<file path="src/rtl/palette_mem_ctrl.sv">
// rtl/palette_mem_ctrl.sv - PPU palette RAM with backdrop mirroring, init sequencer,
// registered CPU read-back and combinational greyscale-masked render ports.
module palette_mem_ctrl #(
  parameter int                DATA_W    = 6,
  parameter int                ADDR_W    = 5,
  parameter int                NUM_RP    = 2,
  parameter int                MIRROR_EN = 1,
  parameter logic [DATA_W-1:0] INIT_VAL  = 6'h0F,
  parameter logic [DATA_W-1:0] GREY_MASK = 6'h30
) (
  input  logic                       clk,
  input  logic                       reset,
  output logic                       ready,
  input  logic [ADDR_W-1:0]          addr,
  input  logic [7:0]                 data_in,
  input  logic                       WE,
  input  logic                       RE,
  output logic [7:0]                 data_out,
  output logic                       rd_valid,
  input  logic                       greyscale,
  input  logic [NUM_RP*ADDR_W-1:0]   rp_addr,
  output logic [NUM_RP*DATA_W-1:0]   rp_data
);

  localparam int ENTRIES = 2 ** ADDR_W;

  localparam logic [0:0] S_INIT = 1'b0;
  localparam logic [0:0] S_RUN  = 1'b1;

  logic [0:0]        r_state;
  logic [ADDR_W:0]   r_init_idx;
  logic [7:0]        r_data_out;
  logic              r_rd_valid;
  logic [DATA_W-1:0] r_mem [ENTRIES];

  logic [ADDR_W-1:0] w_cpu_eff;
  logic [DATA_W-1:0] w_wdata;
  logic              w_init_last;
  logic              w_unused_data;

  // Backdrop entries (low two bits zero) in the upper half alias onto the lower half.
  function automatic logic [ADDR_W-1:0] eff(input logic [ADDR_W-1:0] a);
    logic [ADDR_W-1:0] r;
    r = a;
    if (MIRROR_EN != 0 && a[1:0] == 2'b00) r[ADDR_W-1] = 1'b0;
    return r;
  endfunction

  assign w_cpu_eff     = eff(addr);
  assign w_wdata       = data_in[DATA_W-1:0];
  assign w_init_last   = (r_init_idx == (ADDR_W+1)'(ENTRIES - 1));
  assign w_unused_data = &{1'b0, data_in};
  assign ready         = (r_state == S_RUN);
  assign data_out      = r_data_out;
  assign rd_valid      = r_rd_valid;

  always_ff @(posedge clk or posedge reset) begin
    if (reset) begin
      r_state    <= S_INIT;
      r_init_idx <= '0;
      r_data_out <= '0;
      r_rd_valid <= 1'b0;
    end else if (r_state == S_INIT) begin
      r_rd_valid <= 1'b0;
      r_init_idx <= r_init_idx + 1'b1;
      if (w_init_last) r_state <= S_RUN;
    end else begin
      r_rd_valid <= RE;
      // Single CPU address, so a simultaneous write always hits the read entry.
      if (RE) r_data_out <= 8'(WE ? w_wdata : r_mem[w_cpu_eff]);
    end
  end

  always_ff @(posedge clk) begin
    if (r_state == S_INIT)
      r_mem[r_init_idx[ADDR_W-1:0]] <= INIT_VAL;
    else if (WE)
      r_mem[w_cpu_eff] <= w_wdata;
  end

  for (genvar g = 0; g < NUM_RP; g++) begin : g_rp
    logic [ADDR_W-1:0] w_rp_eff;
    logic [DATA_W-1:0] w_rp_raw;
    assign w_rp_eff = eff(rp_addr[g*ADDR_W +: ADDR_W]);
    assign w_rp_raw = ready ? r_mem[w_rp_eff] : INIT_VAL;
    assign rp_data[g*DATA_W +: DATA_W] = greyscale ? (w_rp_raw & GREY_MASK) : w_rp_raw;
  end

endmodule

</file>
<file path="config.mk">
export PLATFORM = sky130hd
export DESIGN_NAME = palette_mem_ctrl
export DESIGN_NICKNAME = d
export VERILOG_FILES = /design/src/rtl/palette_mem_ctrl.sv
export SDC_FILE = /design/constraint.sdc
export NUM_CORES = 1
export LEC_CHECK = 0
export CORE_ASPECT_RATIO = 1.1
export CORE_MARGIN = 3
export CORE_UTILIZATION = 61
export DETAILED_ROUTE_END_ITERATION = 8
export GPL_TIMING_DRIVEN = 0
export HOLD_SLACK_MARGIN = 0.03
export PLACE_DENSITY_LB_ADDON = 0.3
export SKIP_LAST_GASP = 1
export SLEW_MARGIN = 5
export SYNTH_ARGS = -nofsm -noshare
export SYNTH_HDL_FRONTEND = slang
export SYNTH_SLANG_ARGS = --single-unit
export TNS_END_PERCENT = 5
</file>
<file path="constraint.sdc">
create_clock -name clk -period 3.3 [get_ports clk]
set_input_delay 0.825 -clock clk [delete_from_list [all_inputs] [get_ports clk]]
set_output_delay 0.825 -clock clk [all_outputs]
set_load 0.03 [all_outputs]
</file>
==> results of run 1 <==
==> where the power goes <==
group,switching [mW],internal [mW]
Clock,1.02,1.50
Combinational,0.521,0.349
Sequential,0.00739,2.86
Total,1.55,4.71
==> layout make-up <==
cell class | count | share of cell area [%]
Buffer | 54 | 3.91
Sequential cell | 205 | 43.9
Tap cell | 243 | 2.19
Inverter | 13 | 0.442
Timing Repair Buffer | 68 | 5.01
Multi-Input combinational cell | 434 | 39.3
Clock inverter | 12 | 0.966
Clock buffer | 27 | 4.26
==> flip-flops by register name, indices dropped and copies added, names as in the netlist <==
signal	count
rd_valid	1
r_mem	191
ready	1
r_init_idx	6
data_out	6
==> worst max-delay path by stage <==
stage / from / to / slack (ps) / depth (start not counted)
floorplan: rp_addr[7] / rp_data[8] / -160 / 6
global placement: rp_addr[8] / rp_data[10] / -1740 / 7
detailed placement: rp_addr[8] / rp_data[10] / -1800 / 7
CTS: rp_addr[0] / rp_data[5] / -150 / 8
global route: rp_addr[0] / rp_data[0] / -250 / 9
finish: rp_addr[4] / rp_data[5] / -280 / 8
==> layer usage <==
metal / wire length, um / vias up / track usage [%]
li1: - / 3177 / -
met1: 13500 / 4227 / 53.3
met2: 17900 / 935 / 58.9
met3: 6130 / 227 / 12.5
met4: 2720 / 2 / 18.6
met5: 15 / - / 0
==> layout by cell type, fill, tap and decap left out, drive strengths merged, types with 16 or more instances in the layout <==
cell type / count
buf: 75
mux2i: 28
a21oi: 16
edfxtp: 191
nand3: 16
clkdlybuf4s50: 23
nor2: 52
clkbuf: 49
nand2: 25
mux4: 130
==> through the flow <==
stage	worst slack, ps	instances	util, %
floorplan	-156	708	-
global placement	-1740	988	66.5
finish	-284	1056	75.0
detailed placement	-1800	988	66.5
global route	-254	1056	75.0
CTS	-147	1051	74.2
==> timing repair <==
action,CTS,global route
setup buffers,22,6
resized for setup,229,24
setup endpoints to repair,205,207
endpoints found under the hold margin,0,0
gates cloned,3,0
hold buffers,0,0
pin swaps,18,4
==> cells by family after synthesis <==
family	synth area share [%]
AO/OA/AOI/OAI	6.85
other	0.0324
AND/OR/NAND/NOR	6.11
XOR/XNOR	0.379
buffers and inverters	3.98
flip-flops	52.7
multiplexers	29.9
adder cells (fa/ha/maj)	0.108
==> results.rst, run 1 <==
.. list-table::
   :header-rows: 1

   * - Metric
     - Value
   * - Crit Path Max Fanout
     - 5
   * - Register area
     - 0.00609 mm^2
   * - Largest stage delay on the critical path
     - 560 ps
   * - Routability-driven placement congestion ratio
     - 1.07
   * - Cells along the critical path
     - clkdlybuf4s50_1 -> o211ai_1 -> buf_4 -> nor2_2 -> o211ai_1 -> o31a_1 -> nand3_2 -> buf_6
   * - Wire length of the first global-routing pass
     - ~57 mm
   * - Dpl cell area
     - roughly 0.012 mm^2
   * - Clock network latency to the later pin of the worst-skew pair
     - between 500 and 600 ps
   * - Ranking of synthesized cells by instance count
     - sky130_fd_sc_hd__edfxtp_1, sky130_fd_sc_hd__mux4_2, sky130_fd_sc_hd__nor2_1, sky130_fd_sc_hd__mux2i_1, sky130_fd_sc_hd__mux4_1
   * - Status
     - finished, violations left
   * - Launch point of the worst hold path
     - r_init_idx[5]
   * - Drt via density
     - 8.11
   * - Async SR Flop Fraction
     - 6.83%
   * - CTS clk-pin slew, worst paths
     - 60 ps
   * - First-pass iteration count of the detailed router
     - 6
   * - # rows
     - 52
   * - Post-synthesis sequential area ratio
     - around 53%
   * - Count of filler cells inserted in the layout
     - 1107
   * - Number of antenna violations at the first check in global routing
     - 2
   * - Mean routed wirelength per cell
     - 38.1 um
   * - Proportion of layout cells with a drive suffix above 1
     - 41.2%
   * - Critical path startpoint category
     - input pin
   * - Ant diodes
     - 0
   * - Worst IR drop on VDD
     - 0.000693 V
   * - Post-Layout Inst Area
     - 0.0139 mm^2
   * - Chip Width
     - 137 um
   * - Leakage Power
     - 4.37 nW
   * - Main area contributors after synthesis
     - sky130_fd_sc_hd__edfxtp_1, sky130_fd_sc_hd__mux4_2, sky130_fd_sc_hd__mux4_1
   * - Total clock sinks
     - 205
   * - Cell with the most instances after synthesis
     - sky130_fd_sc_hd__edfxtp_1
   * - Worst min-delay path class
     - reg2reg
   * - Kind of cell adding the most delay to the critical path
     - buffers and inverters
   * - CP Data Arrival Time
     - 2760 ps
   * - Number of DRC violations after detailed routing
     - 0
   * - Post-Syn Area
     - 0.0116 mm^2
   * - Vias in the first global route
     - 8273
   * - Total of max-cap violations
     - 0
   * - Most repeated library cell on the critical path
     - sky130_fd_sc_hd__o211ai_1
   * - Sum of overflow across all layers after global routing
     - 0
   * - Max transition margin
     - 16.8%
   * - Total Neg Setup Slack
     - -4540 ps
   * - Area grow syn2layout
     - 19.9%
   * - Worst hold path cell count
     - 1
   * - Die height
     - 150 um
   * - Violated checks
     - negative setup slack
   * - Total number of yosys warnings
     - 0
   * - End of the worst register-to-register path
     - r_mem[12][0]
   * - Tcrit/Tclk final
     - 109%
   * - Area share of the leading cell type in the synthesized netlist
     - around half
   * - Post-Route Skew
     - 15.5 ps
   * - Total power per unit cell area
     - 451 mW/mm^2
   * - Synth area leader
     - sky130_fd_sc_hd__edfxtp_1
   * - Max-slew violation total from the final report
     - 0
   * - Count of buffers inserted at the top-level ports
     - 37
   * - Tmin final
     - between 3000 and 4000 ps
   * - Detailed Route WL
     - ~40 mm
   * - Final Net Count
     - about 830
   * - Total routing usage reported by global routing
     - 39.4%
   * - Pin count of the biggest net entering global routing
     - 33
   * - Startpoint of the worst register-to-register path
     - ready
   * - Half-perimeter wire length after placement
     - 27.0 mm
   * - Fin worst setup slack
     - -284 ps
   * - End point of the worst hold path
     - r_init_idx[5]
   * - Flops & latches, synth
     - 205
   * - Clock buffers created by TritonCTS
     - 22
   * - Post-synth top flop
     - sky130_fd_sc_hd__edfxtp_1
   * - Cell count after synthesis
     - 707
   * - Worst-case register-to-register setup slack
     - 690 ps
   * - Distinct cell type count of the synthesized netlist
     - 65
   * - Number of buffer and inverter stages on the critical path
     - 3
   * - Critical Path Sink Type
     - output port
   * - Root Buffer
     - sky130_fd_sc_hd__clkbuf_16
   * - I/O pins
     - 50
   * - TritonCTS clock tree
     - done
   * - Via Count
     - 8568
   * - Total of endpoints with negative setup slack in the final report
     - 58
   * - Number of cells on the worst reg-to-reg path
     - 6
   * - Total design power
     - approximately 6.3 mW
   * - Hold Worst Slack
     - a little under 500 ps
   * - Required time of the critical path
     - about 2500 ps
   * - Maximum frequency from static timing analysis
     - ~0.28 GHz
   * - Maximum level of the CTS H-tree
     - 1
   * - Starting density of the core
     - 62.6%
   * - Slew @ Worst Pin
     - approximately 1200 ps
   * - Area of the core
     - 0.0185 mm^2
   * - Post-DRT Antenna Nets
     - 0
   * - Cell with the biggest individual delay on the critical path
     - sky130_fd_sc_hd__clkdlybuf4s50_1
   * - Critical path class
     - in2out
   * - Die footprint
     - 0.0206 mm^2
   * - Area of the multi-input gates
     - about 0.0054 mm^2
   * - Setup repair after global routing missed its margin
     - yes
   * - Count of final hold-check violations
     - 0
   * - First-iteration detailed-routing DRC count
     - between 1500 and 2000
   * - Count of flip-flops with a built-in enable after synthesis
     - 191
   * - Mean instance size in the synthesized netlist
     - 16.3 um^2
   * - Number of buffers on the longest clock path
     - 3
Power figures use the tool's default switching activity.
==> inputs of run 2 (changes only) <==
--- a/config.mk
+++ b/config.mk
@@ -11,7 +11,7 @@
 export DETAILED_ROUTE_END_ITERATION = 8
 export GPL_TIMING_DRIVEN = 0
 export HOLD_SLACK_MARGIN = 0.03
-export PLACE_DENSITY_LB_ADDON = 0.3
+export PLACE_DENSITY_LB_ADDON = 0.25
 export SKIP_LAST_GASP = 1
 export SLEW_MARGIN = 5
 export SYNTH_ARGS = -nofsm -noshare
==> results.rst, run 2 (synthesis gave the netlist of run 1 again) <==
.. list-table::
   :header-rows: 1

   * - Metric
     - Value
   * - Commonest cells after routing, fill and taps aside
     - sky130_fd_sc_hd__edfxtp_1, sky130_fd_sc_hd__mux4_2, sky130_fd_sc_hd__nor2_4
   * - Total clock sinks
     - 205 (unchanged)
   * - Post-Layout Inst Area
     - 0.0139 mm^2 (+0.20%)
   * - Critical path startpoint category
     - input pin
   * - Area of the core
     - 0.0185 mm^2 (unchanged)
   * - Proportion of layout cells with a drive suffix above 1
     - 40.5% (-0.66 points)
   * - Half-perimeter wire length after placement
     - 26.6 mm (-1.4%)
   * - Number of buffer and inverter stages on the critical path
     - 3 (unchanged)
   * - Critical path class
     - in2reg
   * - Area grow syn2layout
     - 20.1%
   * - Startpoint of the worst register-to-register path
     - ready
   * - Number of hold buffers added after cts
     - 0 (unchanged)
   * - Violated checks
     - negative setup slack
   * - Depth of the critical timing path with buffers and inverters included
     - 6 (-2)
   * - Cell with the biggest individual delay on the critical path
     - sky130_fd_sc_hd__a2111oi_0
   * - Worst hold path cell count
     - 1 (unchanged)
   * - Clock buffers created by TritonCTS
     - 22 (unchanged)
   * - Count of final hold-check violations
     - 0 (unchanged)
   * - Worst min-delay path class
     - reg2reg
   * - Launch point of the worst hold path
     - r_init_idx[5]
   * - Max transition margin
     - 23.8% (+7.0 points)
   * - First-pass iteration count of the detailed router
     - 6 (unchanged)
   * - Register with the most flip-flops
     - r_mem
   * - Most frequent standard cell in the layout excluding fill and tap cells
     - sky130_fd_sc_hd__edfxtp_1
   * - Placed Cells incl. Taps
     - 988 (unchanged)
   * - Status
     - finished, violations left
   * - Pin count of the biggest net entering global routing
     - 33 (unchanged)
   * - Hold Worst Slack
     - 477 ps (-15.1 ps)
   * - Area of the multi-input gates
     - 0.00553 mm^2 (+1.4%)
   * - Total of max-cap violations
     - 0 (unchanged)
   * - Number of buffers on the longest clock path
     - 3 (unchanged)
   * - Slew @ Worst Pin
     - 1140 ps (-105 ps)
   * - Kind of cell adding the most delay to the critical path
     - buffers and inverters
   * - CTS clk-pin slew, worst paths
     - 70 ps (about the same)
   * - Fin worst setup slack
     - -379 ps (-95.1 ps)
   * - Critical Path Sink Type
     - flop
   * - Number of cells on the worst reg-to-reg path
     - 5 (-1)
   * - Total of endpoints with negative setup slack in the final report
     - 167 (+190%)
   * - Sum of overflow across all layers after global routing
     - 0 (unchanged)
   * - Number of cells in the finished layout apart from fillers
     - 1052 (-0.38%)
   * - Maximum frequency from static timing analysis
     - 0.272 GHz (-2.6%)
   * - # rows
     - 52 (unchanged)
   * - Max-slew violation total from the final report
     - 0 (unchanged)
   * - Chip Width
     - 137 um (unchanged)
   * - Starting density of the core
     - 62.6% (unchanged)
   * - Total routing usage reported by global routing
     - 39.5% (+0.066 points)
   * - Die footprint
     - 0.0206 mm^2 (unchanged)
   * - Required time of the critical path
     - 3660 ps (+1190 ps)
   * - Final Net Count
     - 822 (-0.60%)
   * - Max reg flops
     - 191 (unchanged)
   * - Dpl cell area
     - 0.0123 mm^2 (unchanged)
   * - Cells along the critical path
     - clkdlybuf4s50_1 -> buf_2 -> buf_1 -> a311oi_1 -> a2111oi_0 -> o31ai_1
   * - Clock network latency to the later pin of the worst-skew pair
     - 520 ps (about the same)
   * - Number of antenna violations at the first check in global routing
     - 1 (-1)
   * - Setup repair after global routing missed its margin
     - yes
   * - Ant diodes
     - 0 (unchanged)
   * - Maximum level of the CTS H-tree
     - 1 (unchanged)
   * - Register area
     - 0.00609 mm^2 (unchanged)
   * - I/O pins
     - 50 (unchanged)
   * - Post-DRT Antenna Nets
     - 0 (unchanged)
   * - Tcrit/Tclk final
     - 111% (+2.9 points)
   * - Mean routed wirelength per cell
     - 37.9 um (-0.59%)
   * - Post-Route Skew
     - 17.2 ps (+1.67 ps)
   * - Die height
     - 150 um (unchanged)
   * - Root Buffer
     - sky130_fd_sc_hd__clkbuf_16
   * - Crit Path Max Fanout
     - 10 (+5)
   * - Detailed Route WL
     - 39.9 mm (-0.97%)
   * - Total power per unit cell area
     - 441 mW/mm^2 (-2.3%)
   * - Wire length of the first global-routing pass
     - 56.9 mm (+0.66%)
   * - Count of buffers inserted at the top-level ports
     - 37 (unchanged)
   * - Drt via density
     - 8.16 (+0.61%)
   * - Tmin final
     - 3680 ps (+95.1 ps)
   * - First-iteration detailed-routing DRC count
     - 1670 (+5.7%)
   * - CP Data Arrival Time
     - 4040 ps (+1280 ps)
   * - Number of DRC violations after detailed routing
     - 0 (unchanged)
   * - Largest stage delay on the critical path
     - 820 ps (+260 ps)
   * - Leakage Power
     - 4.40 nW (+0.61%)
   * - Pre-CTS WS
     - -1690 ps (+106 ps)
   * - Via Count
     - 8588 (+0.23%)
   * - Vias in the first global route
     - 8353 (+0.97%)
   * - Worst IR drop on VDD
     - 0.000529 V (-24%)
   * - TritonCTS clock tree
     - done
   * - Start point of the critical path
     - addr[2]
   * - Count of filler cells inserted in the layout
     - 1124 (+1.5%)
   * - Routability-driven placement congestion ratio
     - 1.03 (-4.2%)
[run 2: stage by stage]
| step | util, % | power (mW) | TNS [ps] |
|---|---|---|---|
| 2_1_floorplan | - | 3.38 | -326 |
| 6_report | 75.1 | 6.12 | -20670 |
| 5_1_grt | 75.1 | 6.25 | -12420 |
| 3_5_place_dp | 66.5 | 3.65 | -195390 |
| 3_3_place_gp | 66.5 | 3.64 | -184480 |
| 4_1_cts | 74.6 | 6.07 | -12890 |
[run 2: final timing paths]
| check | slack (ps) | endpoint |
|---|---|---|
| min in group asynchronous | 660 | data_out[2] |
| worst min-delay path | 480 | r_init_idx[5] |
| worst max register to register | 640 | r_mem[12][3] |
| max in group asynchronous | 2270 | r_init_idx[2] |
| worst max-delay path | -380 | data_out[1] |
| worst min register to register | 480 | r_init_idx[5] |
[run 2: what timing repair did]
action | in CTS | in global routing
buffers inserted | 21 | 1
cloned | 3 | 0
pin swaps | 19 | 3
resized for setup | 243 | 21
setup endpoints to repair | 206 | 207
[run 2: area by class of cell]
cell class / instances / share of cell area [%]
tap: 243 / 2.19
sequential: 205 / 43.8
buffer: 55 / 4.09
inverter: 13 / 0.387
clock inverter: 13 / 0.631
multi-input combinational: 434 / 39.8
timing repair buffer: 62 / 4.83
clock buffer: 27 / 4.25
[run 2: per-layer routing]
layer / routed length (um) / global-route usage (%) / vias to the layer above / part of all wire, %
li1: - / - / 3183 / -
met2: 17600 / 58.0 / 940 / 44
met3: 5990 / 11.3 / 229 / 15
met4: 3000 / 20.9 / 0 / 7.5
met5: 0 / 0 / - / 0
met1: 13300 / 54.2 / 4236 / 33
[run 2: report_power, final]
group          leakage [nW]  internal, mW  switching [mW]
registers              1.77          2.86         0.00743
logic                  2.29         0.352           0.521
clock network         0.336          1.35            1.04
total                  4.40          4.56            1.57
==> inputs of run 3 (changes only) <==
--- a/config.mk
+++ b/config.mk
@@ -5,6 +5,7 @@
 export SDC_FILE = /design/constraint.sdc
 export NUM_CORES = 1
 export LEC_CHECK = 0
+export CAP_MARGIN = 20
 export CORE_ASPECT_RATIO = 1.1
 export CORE_MARGIN = 3
 export CORE_UTILIZATION = 61
==> results.rst, run 3 (synthesis gave the netlist of run 1 again) <==
.. list-table::
   :header-rows: 1

   * - Metric
     - Value
   * - Launch point of the worst hold path
     - r_init_idx[5]
   * - Count of buffers inserted at the top-level ports
     - 37 (unchanged)
   * - Final Net Count
     - 824 (+0.24%)
   * - Total clock sinks
     - 205 (unchanged)
   * - Worst hold path cell count
     - 1 (unchanged)
   * - Tmin final
     - 3730 ps (+55.2 ps)
   * - Crit Path Max Fanout
     - 10 (unchanged)
   * - Number of DRC violations after detailed routing
     - 0 (unchanged)
   * - Proportion of layout cells with a drive suffix above 1
     - 40.7% (+0.15 points)
   * - Post-Route Skew
     - 13.7 ps (-3.53 ps)
   * - Die height
     - 150 um (unchanged)
   * - Critical path startpoint category
     - input pin
   * - Pin count of the biggest net entering global routing
     - 33 (unchanged)
   * - First-pass iteration count of the detailed router
     - 7 (+1)
   * - Number of buffer and inverter stages on the critical path
     - 3 (unchanged)
   * - Commonest cells after routing, fill and taps aside
     - sky130_fd_sc_hd__edfxtp_1, sky130_fd_sc_hd__mux4_2, sky130_fd_sc_hd__nor2_4
   * - Max reg flops
     - 191 (unchanged)
   * - Cell with the biggest individual delay on the critical path
     - sky130_fd_sc_hd__a2111oi_0
   * - CP Data Arrival Time
     - 4080 ps (+40 ps)
   * - Total power per unit cell area
     - 440 mW/mm^2 (-0.23%)
   * - Post-DRT Antenna Nets
     - 0 (unchanged)
   * - Largest stage delay on the critical path
     - 880 ps (+60 ps)
   * - Register with the most flip-flops
     - r_mem
   * - Number of cells on the worst reg-to-reg path
     - 5 (unchanged)
   * - Drt via density
     - 8.09 (-0.84%)
   * - Total of max-cap violations
     - 0 (unchanged)
   * - Area grow syn2layout
     - 20.4%
   * - Total routing usage reported by global routing
     - 39.5% (unchanged)
   * - Half-perimeter wire length after placement
     - 26.6 mm (unchanged)
   * - # rows
     - 52 (unchanged)
   * - Post-layout utilization of the core
     - 75.3% (+0.16 points)
   * - Most frequent standard cell in the layout excluding fill and tap cells
     - sky130_fd_sc_hd__edfxtp_1
   * - Mean routed wirelength per cell
     - 37.8 um (-0.33%)
   * - CTS clk-pin slew, worst paths
     - 70 ps (about the same)
   * - Die footprint
     - 0.0206 mm^2 (unchanged)
   * - Routability-driven placement congestion ratio
     - 1.03 (unchanged)
   * - Tcrit/Tclk final
     - 113% (+1.7 points)
   * - Status
     - finished, violations left
   * - Total design power
     - 6.12 mW (about the same)
   * - Chip Width
     - 137 um (unchanged)
   * - Worst min-delay path class
     - reg2reg
   * - Root Buffer
     - sky130_fd_sc_hd__clkbuf_16
   * - End point of the worst hold path
     - r_init_idx[5]
   * - Clock buffers created by TritonCTS
     - 22 (unchanged)
   * - Clock network latency to the later pin of the worst-skew pair
     - 510 ps (about the same)
   * - Number of antenna violations at the first check in global routing
     - 1 (unchanged)
   * - Via Count
     - 8532 (-0.65%)
   * - Fin worst setup slack
     - -435 ps (-55.2 ps)
   * - Worst-case register-to-register setup slack
     - 650 ps (about the same)
   * - Slew @ Worst Pin
     - 969 ps (-174 ps)
   * - Cells along the critical path
     - clkdlybuf4s50_1 -> buf_2 -> buf_1 -> a311oi_1 -> a2111oi_0 -> o31ai_1
   * - First-iteration detailed-routing DRC count
     - 1748 (+4.7%)
   * - Setup repair after global routing missed its margin
     - yes
   * - Total Neg Setup Slack
     - -23230 ps (-2570 ps)
   * - Maximum level of the CTS H-tree
     - 1 (unchanged)
   * - Required time of the critical path
     - 3650 ps (about the same)
   * - Area of the core
     - 0.0185 mm^2 (unchanged)
   * - TritonCTS clock tree
     - done
   * - Max transition margin
     - 33.7% (+9.9 points)
   * - Critical Path Sink Type
     - flop
   * - Critical path class
     - in2reg
   * - Starting density of the core
     - 62.6% (unchanged)
   * - Violated checks
     - negative setup slack
   * - Vias in the first global route
     - 8353 (unchanged)
   * - Ant diodes
     - 0 (unchanged)
   * - I/O pins
     - 50 (unchanged)
   * - Sum of overflow across all layers after global routing
     - 0 (unchanged)
   * - Wire length of the first global-routing pass
     - 56.9 mm (unchanged)
   * - Max-slew violation total from the final report
     - 0 (unchanged)
   * - End of the worst register-to-register path
     - r_mem[12][3]
   * - Number of buffers on the longest clock path
     - 3 (unchanged)
   * - Worst IR drop on VDD
     - 0.000529 V (about the same)
   * - Count of final hold-check violations
     - 0 (unchanged)
   * - Kind of cell adding the most delay to the critical path
     - buffers and inverters
   * - Pre-CTS WS
     - -1690 ps (unchanged)
   * - Maximum frequency from static timing analysis
     - 0.268 GHz (-1.5%)
   * - Detailed Route WL
     - 39.8 mm (-0.15%)
   * - Leakage Power
     - 4.41 nW (+0.33%)
   * - Total of endpoints with negative setup slack in the final report
     - 161 (-3.6%)
   * - Startpoint of the worst register-to-register path
     - ready
[run 3: power breakdown]
group	total [mW]	internal [mW]	switching (mW)
combinational	0.876	0.355	0.521
clock	2.38	1.35	1.03
sequential	2.86	2.86	0.00736
[run 3: layout make-up]
type / count / area, um^2
clock buffer: 27 / 591
buffer: 55 / 568
clock inverter: 13 / 87.6
inverter: 13 / 53.8
multi-input combinational: 434 / 5530
timing repair buffer: 64 / 701
fill: 1113 / 4560
sequential: 205 / 6090
tap: 243 / 304
[run 3: how the worst max path moves through the flow]
stage / from / depth (start not counted) / slack [ps] / to
CTS: rp_addr[0] / 7 / -150 / rp_data[5]
global route: addr[2] / 7 / -220 / r_mem[20][1]
finish: addr[2] / 6 / -430 / data_out[1]
global placement: rp_addr[8] / 7 / -1720 / rp_data[10]
detailed placement: rp_addr[8] / 7 / -1690 / rp_data[10]
floorplan: rp_addr[7] / 6 / -160 / rp_data[8]
[run 3: layer usage]
layer	part of all wire, %	global-route usage (%)
met1	34	54.2
met2	45	58.0
met3	15	11.3
met4	7.1	20.9
met5	0	0
[run 3: stage by stage]
| step | area, um^2 | instances | hold WS, ps |
|---|---|---|---|
| 4_1_cts | 13800 | 1051 | 479 |
| 6_report | 13900 | 1054 | 480 |
| 5_1_grt | 13900 | 1054 | 518 |
| 2_1_floorplan | 11600 | 708 | 446 |
| 3_3_place_gp | 12300 | 988 | 464 |
| 3_5_place_dp | 12300 | 988 | 469 |
[run 3: repair_timing]
item	4_1_cts	5_1_grt
hold buffers	0	0
setup endpoints to repair	206	207
gates cloned	3	0
setup buffers	21	1
resized for setup	243	21
pin swaps	19	3
endpoints found under the hold margin	0	0
[run 3: worst reg2reg max path, stage by stage, from the launching register on]
cell and delay [ps]:
sky130_fd_sc_hd__dfrtp_1 600, sky130_fd_sc_hd__nand2_1 210, sky130_fd_sc_hd__clkbuf_1 270, sky130_fd_sc_hd__o21ai_0 350
sky130_fd_sc_hd__nand2_1 290, sky130_fd_sc_hd__nor2_2 560
